$ cat src/rtl/ps2_rx_fifo.sv
`default_nettype none
// ============================================================================
//  Module   : ps2_rx_fifo
//  Purpose  : PS/2 keyboard receiver. It synchronises and glitch-filters the
//             raw lines, deframes 11-bit frames with parity, stop and timeout
//             checks, folds the 0xE0/0xF0 prefixes into flags, and queues key
//             events in a first-word-fall-through FIFO.
//  Options  : PS2_TYPEMATIC_FILTER_EN - drops an auto-repeated make code until
//             the break code for that key has been queued.
//  Revision : 1.0 - initial release
// ============================================================================
module ps2_rx_fifo #(
   parameter int FIFO_DEPTH     = 8,
   parameter int SYNC_STAGES    = 2,
   parameter int FILTER_LEN     = 4,
   parameter int TIMEOUT_CYCLES = 100000
) (
   input  logic                              clk,
   input  logic                              rst_l,
   input  logic                              ps2_clk,
   input  logic                              ps2_data,
   input  logic                              rd_en,
   input  logic                              clr_err,
   output logic                              key_valid,
   output logic [7:0]                        key_code,
   output logic                              key_ext,
   output logic                              key_break,
   output logic [$clog2(FIFO_DEPTH+1)-1:0]   fifo_count,
   output logic                              overflow,
   output logic                              parity_err,
   output logic                              frame_err
);

   localparam int c_AW = $clog2(FIFO_DEPTH);
   localparam int c_CW = $clog2(FIFO_DEPTH + 1);
   localparam int c_FW = $clog2(FILTER_LEN + 1);
   localparam int c_TW = $clog2(TIMEOUT_CYCLES + 1);

   typedef enum logic [1:0] {
      ST_IDLE   = 2'd0,
      ST_DATA   = 2'd1,
      ST_PARITY = 2'd2,
      ST_STOP   = 2'd3
   } state_t;

   // ------------------------------------------------------------------
   // Front end
   // ------------------------------------------------------------------
   logic [SYNC_STAGES-1:0] r_clk_sync;
   logic [SYNC_STAGES-1:0] r_data_sync;
   logic [c_FW-1:0]        r_filt_cnt;
   logic                   r_filt_clk;
   logic                   r_filt_clk_d;
   logic                   w_sclk;
   logic                   w_data;
   logic                   w_fall;

   assign w_sclk = r_clk_sync[SYNC_STAGES-1];
   assign w_data = r_data_sync[SYNC_STAGES-1];
   assign w_fall = r_filt_clk_d & ~r_filt_clk;

   // Synchronisers; idle PS/2 lines are high, so reset to 1.
   always_ff @(posedge clk or negedge rst_l) begin
      if (!rst_l) begin
         r_clk_sync  <= '1;
         r_data_sync <= '1;
      end else begin
         r_clk_sync  <= {r_clk_sync[SYNC_STAGES-2:0], ps2_clk};
         r_data_sync <= {r_data_sync[SYNC_STAGES-2:0], ps2_data};
      end
   end

   // Filtered clock follows the synchronised clock only after FILTER_LEN
   // consecutive samples at the new level.
   always_ff @(posedge clk or negedge rst_l) begin
      if (!rst_l) begin
         r_filt_cnt   <= '0;
         r_filt_clk   <= 1'b1;
         r_filt_clk_d <= 1'b1;
      end else begin
         r_filt_clk_d <= r_filt_clk;
         if (w_sclk == r_filt_clk) begin
            r_filt_cnt <= '0;
         end else if (r_filt_cnt == c_FW'(FILTER_LEN - 1)) begin
            r_filt_clk <= w_sclk;
            r_filt_cnt <= '0;
         end else begin
            r_filt_cnt <= r_filt_cnt + c_FW'(1);
         end
      end
   end

   // ------------------------------------------------------------------
   // Frame FSM
   // ------------------------------------------------------------------
   state_t          r_state, w_state_nxt;
   logic [7:0]      r_shift, w_shift_nxt;
   logic [2:0]      r_bitcnt, w_bitcnt_nxt;
   logic            r_par, w_par_nxt;
   logic [c_TW-1:0] r_tcnt, w_tcnt_nxt;
   logic            w_accept, w_par_err, w_frame_err;
   logic            r_accept, r_par_err, r_frame_err;

   // Frame state register plus registered result pulses.
   always_ff @(posedge clk or negedge rst_l) begin
      if (!rst_l) begin
         r_state     <= ST_IDLE;
         r_shift     <= '0;
         r_bitcnt    <= '0;
         r_par       <= 1'b0;
         r_tcnt      <= '0;
         r_accept    <= 1'b0;
         r_par_err   <= 1'b0;
         r_frame_err <= 1'b0;
      end else begin
         r_state     <= w_state_nxt;
         r_shift     <= w_shift_nxt;
         r_bitcnt    <= w_bitcnt_nxt;
         r_par       <= w_par_nxt;
         r_tcnt      <= w_tcnt_nxt;
         r_accept    <= w_accept;
         r_par_err   <= w_par_err;
         r_frame_err <= w_frame_err;
      end
   end

   // Deframing on fall events, with the timeout overriding a stalled frame.
   always_comb begin
      w_state_nxt  = r_state;
      w_shift_nxt  = r_shift;
      w_bitcnt_nxt = r_bitcnt;
      w_par_nxt    = r_par;
      w_tcnt_nxt   = '0;
      w_accept     = 1'b0;
      w_par_err    = 1'b0;
      w_frame_err  = 1'b0;
      case (r_state)
         ST_IDLE: begin
            if (w_fall) begin
               if (!w_data) begin
                  w_state_nxt  = ST_DATA;
                  w_bitcnt_nxt = 3'd0;
               end else begin
                  w_frame_err = 1'b1;
               end
            end
         end
         ST_DATA: begin
            if (w_fall) begin
               w_shift_nxt  = {w_data, r_shift[7:1]};
               w_bitcnt_nxt = r_bitcnt + 3'd1;
               if (r_bitcnt == 3'd7) begin
                  w_state_nxt = ST_PARITY;
               end
            end
         end
         ST_PARITY: begin
            if (w_fall) begin
               w_par_nxt   = w_data;
               w_state_nxt = ST_STOP;
            end
         end
         ST_STOP: begin
            if (w_fall) begin
               w_state_nxt = ST_IDLE;
               if (!w_data) begin
                  w_frame_err = 1'b1;
               end else if (^{r_shift, r_par}) begin
                  w_accept = 1'b1;
               end else begin
                  w_par_err = 1'b1;
               end
            end
         end
         default: w_state_nxt = ST_IDLE;
      endcase
      if ((r_state != ST_IDLE) && !w_fall) begin
         if (r_tcnt == c_TW'(TIMEOUT_CYCLES - 1)) begin
            w_state_nxt = ST_IDLE;
            w_frame_err = 1'b1;
         end else begin
            w_tcnt_nxt = r_tcnt + c_TW'(1);
         end
      end
   end

   // ------------------------------------------------------------------
   // Prefix decode and FIFO
   // ------------------------------------------------------------------
   logic                  r_ext, r_brk;
   logic [9:0]            r_mem [FIFO_DEPTH];
   logic [c_AW-1:0]       r_wr_ptr, r_rd_ptr;
   logic [c_CW-1:0]       r_count;
   logic                  r_overflow;
   logic                  w_is_prefix, w_suppress, w_push_req, w_push, w_pop, w_full;
   logic [9:0]            w_entry, w_head;

   assign w_is_prefix = (r_shift == 8'hE0) || (r_shift == 8'hF0);
   assign w_entry     = {r_ext, r_brk, r_shift};
   assign w_push_req  = r_accept & ~w_is_prefix & ~w_suppress;
   assign w_full      = (r_count == c_CW'(FIFO_DEPTH));
   assign w_pop       = rd_en & (r_count != '0);
   assign w_push      = w_push_req & (~w_full | w_pop);

`ifdef PS2_TYPEMATIC_FILTER_EN
   logic       r_tm_valid;
   logic [8:0] r_tm_key;

   assign w_suppress = r_accept & ~r_brk & r_tm_valid & (r_tm_key == {r_ext, r_shift});

   // Remember the last queued make; its queued break re-arms that key.
   always_ff @(posedge clk or negedge rst_l) begin
      if (!rst_l) begin
         r_tm_valid <= 1'b0;
         r_tm_key   <= '0;
      end else if (w_push) begin
         if (!r_brk) begin
            r_tm_valid <= 1'b1;
            r_tm_key   <= {r_ext, r_shift};
         end else if (r_tm_key == {r_ext, r_shift}) begin
            r_tm_valid <= 1'b0;
         end
      end
   end
`else
   assign w_suppress = 1'b0;
`endif

   // Prefix flags: set by E0/F0, consumed by any other byte or any error.
   always_ff @(posedge clk or negedge rst_l) begin
      if (!rst_l) begin
         r_ext <= 1'b0;
         r_brk <= 1'b0;
      end else if (r_par_err || r_frame_err) begin
         r_ext <= 1'b0;
         r_brk <= 1'b0;
      end else if (r_accept) begin
         if (r_shift == 8'hE0) begin
            r_ext <= 1'b1;
         end else if (r_shift == 8'hF0) begin
            r_brk <= 1'b1;
         end else begin
            r_ext <= 1'b0;
            r_brk <= 1'b0;
         end
      end
   end

   // Storage array; contents are don't-care until written.
   always_ff @(posedge clk) begin
      if (w_push) begin
         r_mem[r_wr_ptr] <= w_entry;
      end
   end

   // Pointers, occupancy and the sticky overflow flag (set beats clear).
   always_ff @(posedge clk or negedge rst_l) begin
      if (!rst_l) begin
         r_wr_ptr   <= '0;
         r_rd_ptr   <= '0;
         r_count    <= '0;
         r_overflow <= 1'b0;
      end else begin
         if (w_push) r_wr_ptr <= r_wr_ptr + c_AW'(1);
         if (w_pop)  r_rd_ptr <= r_rd_ptr + c_AW'(1);
         case ({w_push, w_pop})
            2'b10:   r_count <= r_count + c_CW'(1);
            2'b01:   r_count <= r_count - c_CW'(1);
            default: r_count <= r_count;
         endcase
         if (w_push_req && w_full && !w_pop) begin
            r_overflow <= 1'b1;
         end else if (clr_err) begin
            r_overflow <= 1'b0;
         end
      end
   end

   assign w_head     = r_mem[r_rd_ptr];
   assign key_valid  = (r_count != '0);
   assign key_code   = key_valid ? w_head[7:0] : 8'h00;
   assign key_break  = key_valid & w_head[8];
   assign key_ext    = key_valid & w_head[9];
   assign fifo_count = r_count;
   assign overflow   = r_overflow;
   assign parity_err = r_par_err;
   assign frame_err  = r_frame_err;

endmodule
`default_nettype wire

$ cat config.mk
export PLATFORM = sky130hd
export DESIGN_NAME = ps2_rx_fifo
export DESIGN_NICKNAME = d
export VERILOG_FILES = /design/src/rtl/ps2_rx_fifo.sv
export SDC_FILE = /design/constraint.sdc
export NUM_CORES = 1
export LEC_CHECK = 0
export BUFFER_PORTS_ARGS = -buffer_cell sky130_fd_sc_hd__clkbuf_2
export CORE_MARGIN = 4
export CORE_UTILIZATION = 40
export CTS_BUF_LIST = sky130_fd_sc_hd__clkbuf_4 sky130_fd_sc_hd__clkbuf_8
export DETAILED_ROUTE_END_ITERATION = 10
export GPL_ROUTABILITY_DRIVEN = 1
export GPL_TIMING_DRIVEN = 0
export RECOVER_POWER = 25
export SYNTH_ARGS = -nofsm -noshare
export SYNTH_HDL_FRONTEND = slang
export SYNTH_SLANG_ARGS = --single-unit
$ cat constraint.sdc
create_clock -name clk -period 3.25 [get_ports clk]
set_clock_uncertainty 0.15 [all_clocks]
set_input_delay 0.325 -clock clk [delete_from_list [all_inputs] [get_ports clk]]
set_output_delay 0.325 -clock clk [all_outputs]
set_load 0.05 [all_outputs]
==> key figures <==
Run status
  • Status: finished, final reports clean

Yosys
  • Largest cells by area after synthesis: edfxtp_1 (42%), dfrtp_1 (22%), mux4_2 (7.8%), ha_1 (2.8%), dfstp_2 (2.7%)
  • Register area share after synthesis: 0.6593
  • Synth top area share: 0.4156
  • Post-Syn Area per Cell: around 15 um^2
  • Yosys warns: 0
  • Yosys reg bits: around 140
  • Count of cell types in the netlist: between 50 and 60
  • Synthesized Nets: 393
  • Synth cell count leaders: edfxtp_1 (80), dfrtp_1 (50), nor2_1 (37)
  • Number of flops mapped to enable cells by yosys: 80
  • Top-count cell post-synth: edfxtp_1
  • Mapped cell area: between 5000 and 6000 um^2
  • Top FF cell, synth: edfxtp_1
  • Synth Instances: between 300 and 400
  • Synth area leader: edfxtp_1
  • Async set-reset flop share out of synthesis: 0.4118

Timing
  • Max Fclk: between 300 and 400 MHz
  • RSZ-0062 raised after global routing: no
  • Max_slew headroom: 0.3048
  • Final Hold Fails: 0
  • Tmin final: ~2.8 ns
  • Final setup violation count: 0
  • Fin crit share: 0.8520
  • Slew Viols, Final: 0
  • Slew @ Worst Pin: about 1.0 ns
  • Fin Setup TNS: 0 ns

Worst setup path
  • Crit-path max cell delay: roughly 0.60 ns
  • Startpoint type of the worst setup path: flop
  • Critical-path cell list: buf_2 -> mux4_2 -> mux2i_1 -> nor2_1 -> clkbuf_2
  • Worst Path Max Fanout: 10
  • WP buf/inv: 2
  • Critical Path AT: ~2.3 ns
  • CP max-delay cell: mux4_2
  • Crit Reg-Reg Startpoint: fifo_count[1]$_DFFE_PN0P_
  • Crit path required time: between 2 and 3 ns
  • Crit end category: output pin
  • CP startpoint: r_rd_ptr[0]$_DFFE_PN0P_
  • Delay-heaviest family, CP: multiplexers
  • Crit Path Class: reg -> out

Routing
  • Vias: roughly 3100
  • First-pass DRT Iterations: 4
  • DRC viols: 0
  • Final ANT Viol Nets: 0
  • Drt total wl: approximately 10000 um
  • First DRT Iteration DRCs: 233
  • WL per Instance: 16.48 um
  • Drt via density: between 5 and 6

CTS
  • CTS tree: yes
  • Clk sink count: approximately 140
  • CTS H-tree depth: 4
  • Max Root-Sink Buffers: 2
  • CTS Buf Count: 17
  • Clk pin slew, worst setup/hold paths: around 0.08 ns
  • Clock network latency to the later pin of the worst-skew pair: around 0.43 ns
  • Hold buffers post-CTS: 3
  • Clk root buf: clkbuf_8
  • Post-CTS setup buffers: 0
  • Post-CTS sizing: 0

Die
  • Initial Util: 0.4117
  • Chip Height: between 100 and 150 um
  • Row cnt: 43
  • Die Wd: ~130 um
  • Die Area: around 16000 um^2
  • I/O pin cnt: 24
  • Core area: 14040 um^2

Global routing
  • Tot GR Track Use: 0.1360
  • Initial antenna violation count: 0
  • Largest net degree at the start of global routing: between 50 and 60
  • Vias in the first global route: 3237
  • GR Overflow Total: 0
  • First-pass GRT wire length: 16990 um

Pwr
  • Power per cell area: 828.2 nW/um^2
  • Leak pwr: between 0.002 and 0.003 uW
  • Peak supply drop: slightly below 0.4 mV

Hold path
  • Worst hold-check path type: in -> reg
  • Hold Crit Start: rd_en

Placed design
  • DP Wirelength: ~6700 um
  • # port buffers: 23
  • Placer Congestion: between 0.7 and 0.8

Finish
  • Util after Layout: 0.4675
  • Area growth, synth to finish: 13.57%
  • Layout Nets: ~440
  • Share of layout cells above drive strength 1: 0.2471
  • Ant diodes: 0

Flow run
  • Max_cap viols: 0
metal layers:
layer,vias up,global-route usage,share of wire
li1,1494,-,-
met1,1558,0.1767,0.48
met2,46,0.2210,0.48
met3,13,0.03625,0.029
met4,0,0.04682,0.013
met5,-,0,0
cell type report:
type / instances / area [um^2]
Buffer: 11 / 55.05
Clock buffer: 18 / 241.5
Clock inverter: 14 / 150.1
Fill cell: 1223 / 7477
Inverter: 9 / 33.78
Multi-Input combinational cell: 218 / 1891
Sequential cell: 136 / 3811
Tap cell: 180 / 225.2
Timing Repair Buffer: 27 / 157.7
worst register-to-register path, delay by kind of cell, from the launching register on:
kind                       cells  cell delay [ns]
and+or+nand+nor                4             0.80
xor gates and xnor gates       3             0.47
DFF                            1             0.47
adders and majority gates      2             0.43
buffers and inverters          2             0.17
AOI/OAI and AO/OA              1             0.14
layout by cell type (no fill, tap or decap), types with 8 or more instances in the layout:
cell type / n
xnor2_1: 15
nand2_1: 17
nor2_1: 37
mux2i_1: 10
ha_1: 13
clkbuf_2: 22
clkbuf_8: 17
dfrtp_1: 50
xor2_1: 14
mux2_2: 11
mux4_2: 20
edfxtp_1: 80
a21oi_1: 8
stage by stage:
step,instance area [um^2],hold slack (ns),power (uW),std cells,setup WS (ns)
after global placement,6121,0.1955,4099,577,0.1213
after detailed placement,6131,0.1970,4151,577,0.4391
final,6565,0.1288,5437,613,0.4809
after floorplan,5781,-0.1206,3693,374,0.2982
after CTS,6553,0.09329,5523,612,0.3953
after global routing,6565,0.1168,5776,613,0.2595
logic make-up after synthesis:
logic type / count (synthesis) / share of synthesized area
buffers and inverters: 20 / 0.01537
and+or+nand+nor: 106 / 0.09892
AOI/OAI and AO/OA: 26 / 0.02922
DFF: 136 / 0.6593
muxes: 43 / 0.1212
xor gates and xnor gates: 30 / 0.04784
adders and majority gates: 13 / 0.02814
power by group:
group	leakage [uW]	total [uW]	switching (uW)	internal (uW)
combinational	0.000862	1790	1100	690
clock	0.000183	1370	675	695
sequential	0.00147	2280	226	2050
worst paths after layout:
check	endpoint	slack, ns	depth (start not counted)
hold / removal	overflow$_DFFE_PN0P_	0.13	3
hold reg to reg	r_clk_sync[1]$_DFF_PN1_	0.21	0
max in group asynchronous	parity_err$_DFF_PN0_	2.14	2
setup reg to reg	fifo_count[2]$_DFFE_PN0P_	0.51	12
setup / recovery	key_code[2]	0.48	5
min in group asynchronous	r_filt_cnt[0]$_DFF_PN0_	0.32	2
registers in the layout (all words and copies together), names as in the netlist:
name and count:
r_rd_ptr 3, r_tcnt 17, r_wr_ptr 3, r_brk 1, r_state 2, r_data_sync 2, r_mem 80, r_shift 8
r_filt_clk_d 1, frame_err 1, r_accept 1, r_filt_cnt 3, r_clk_sync 2, overflow 1, r_bitcnt 3, parity_err 1
fifo_count 4, r_par 1, r_filt_clk 1, r_ext 1
(Power assumes the default switching activity.)
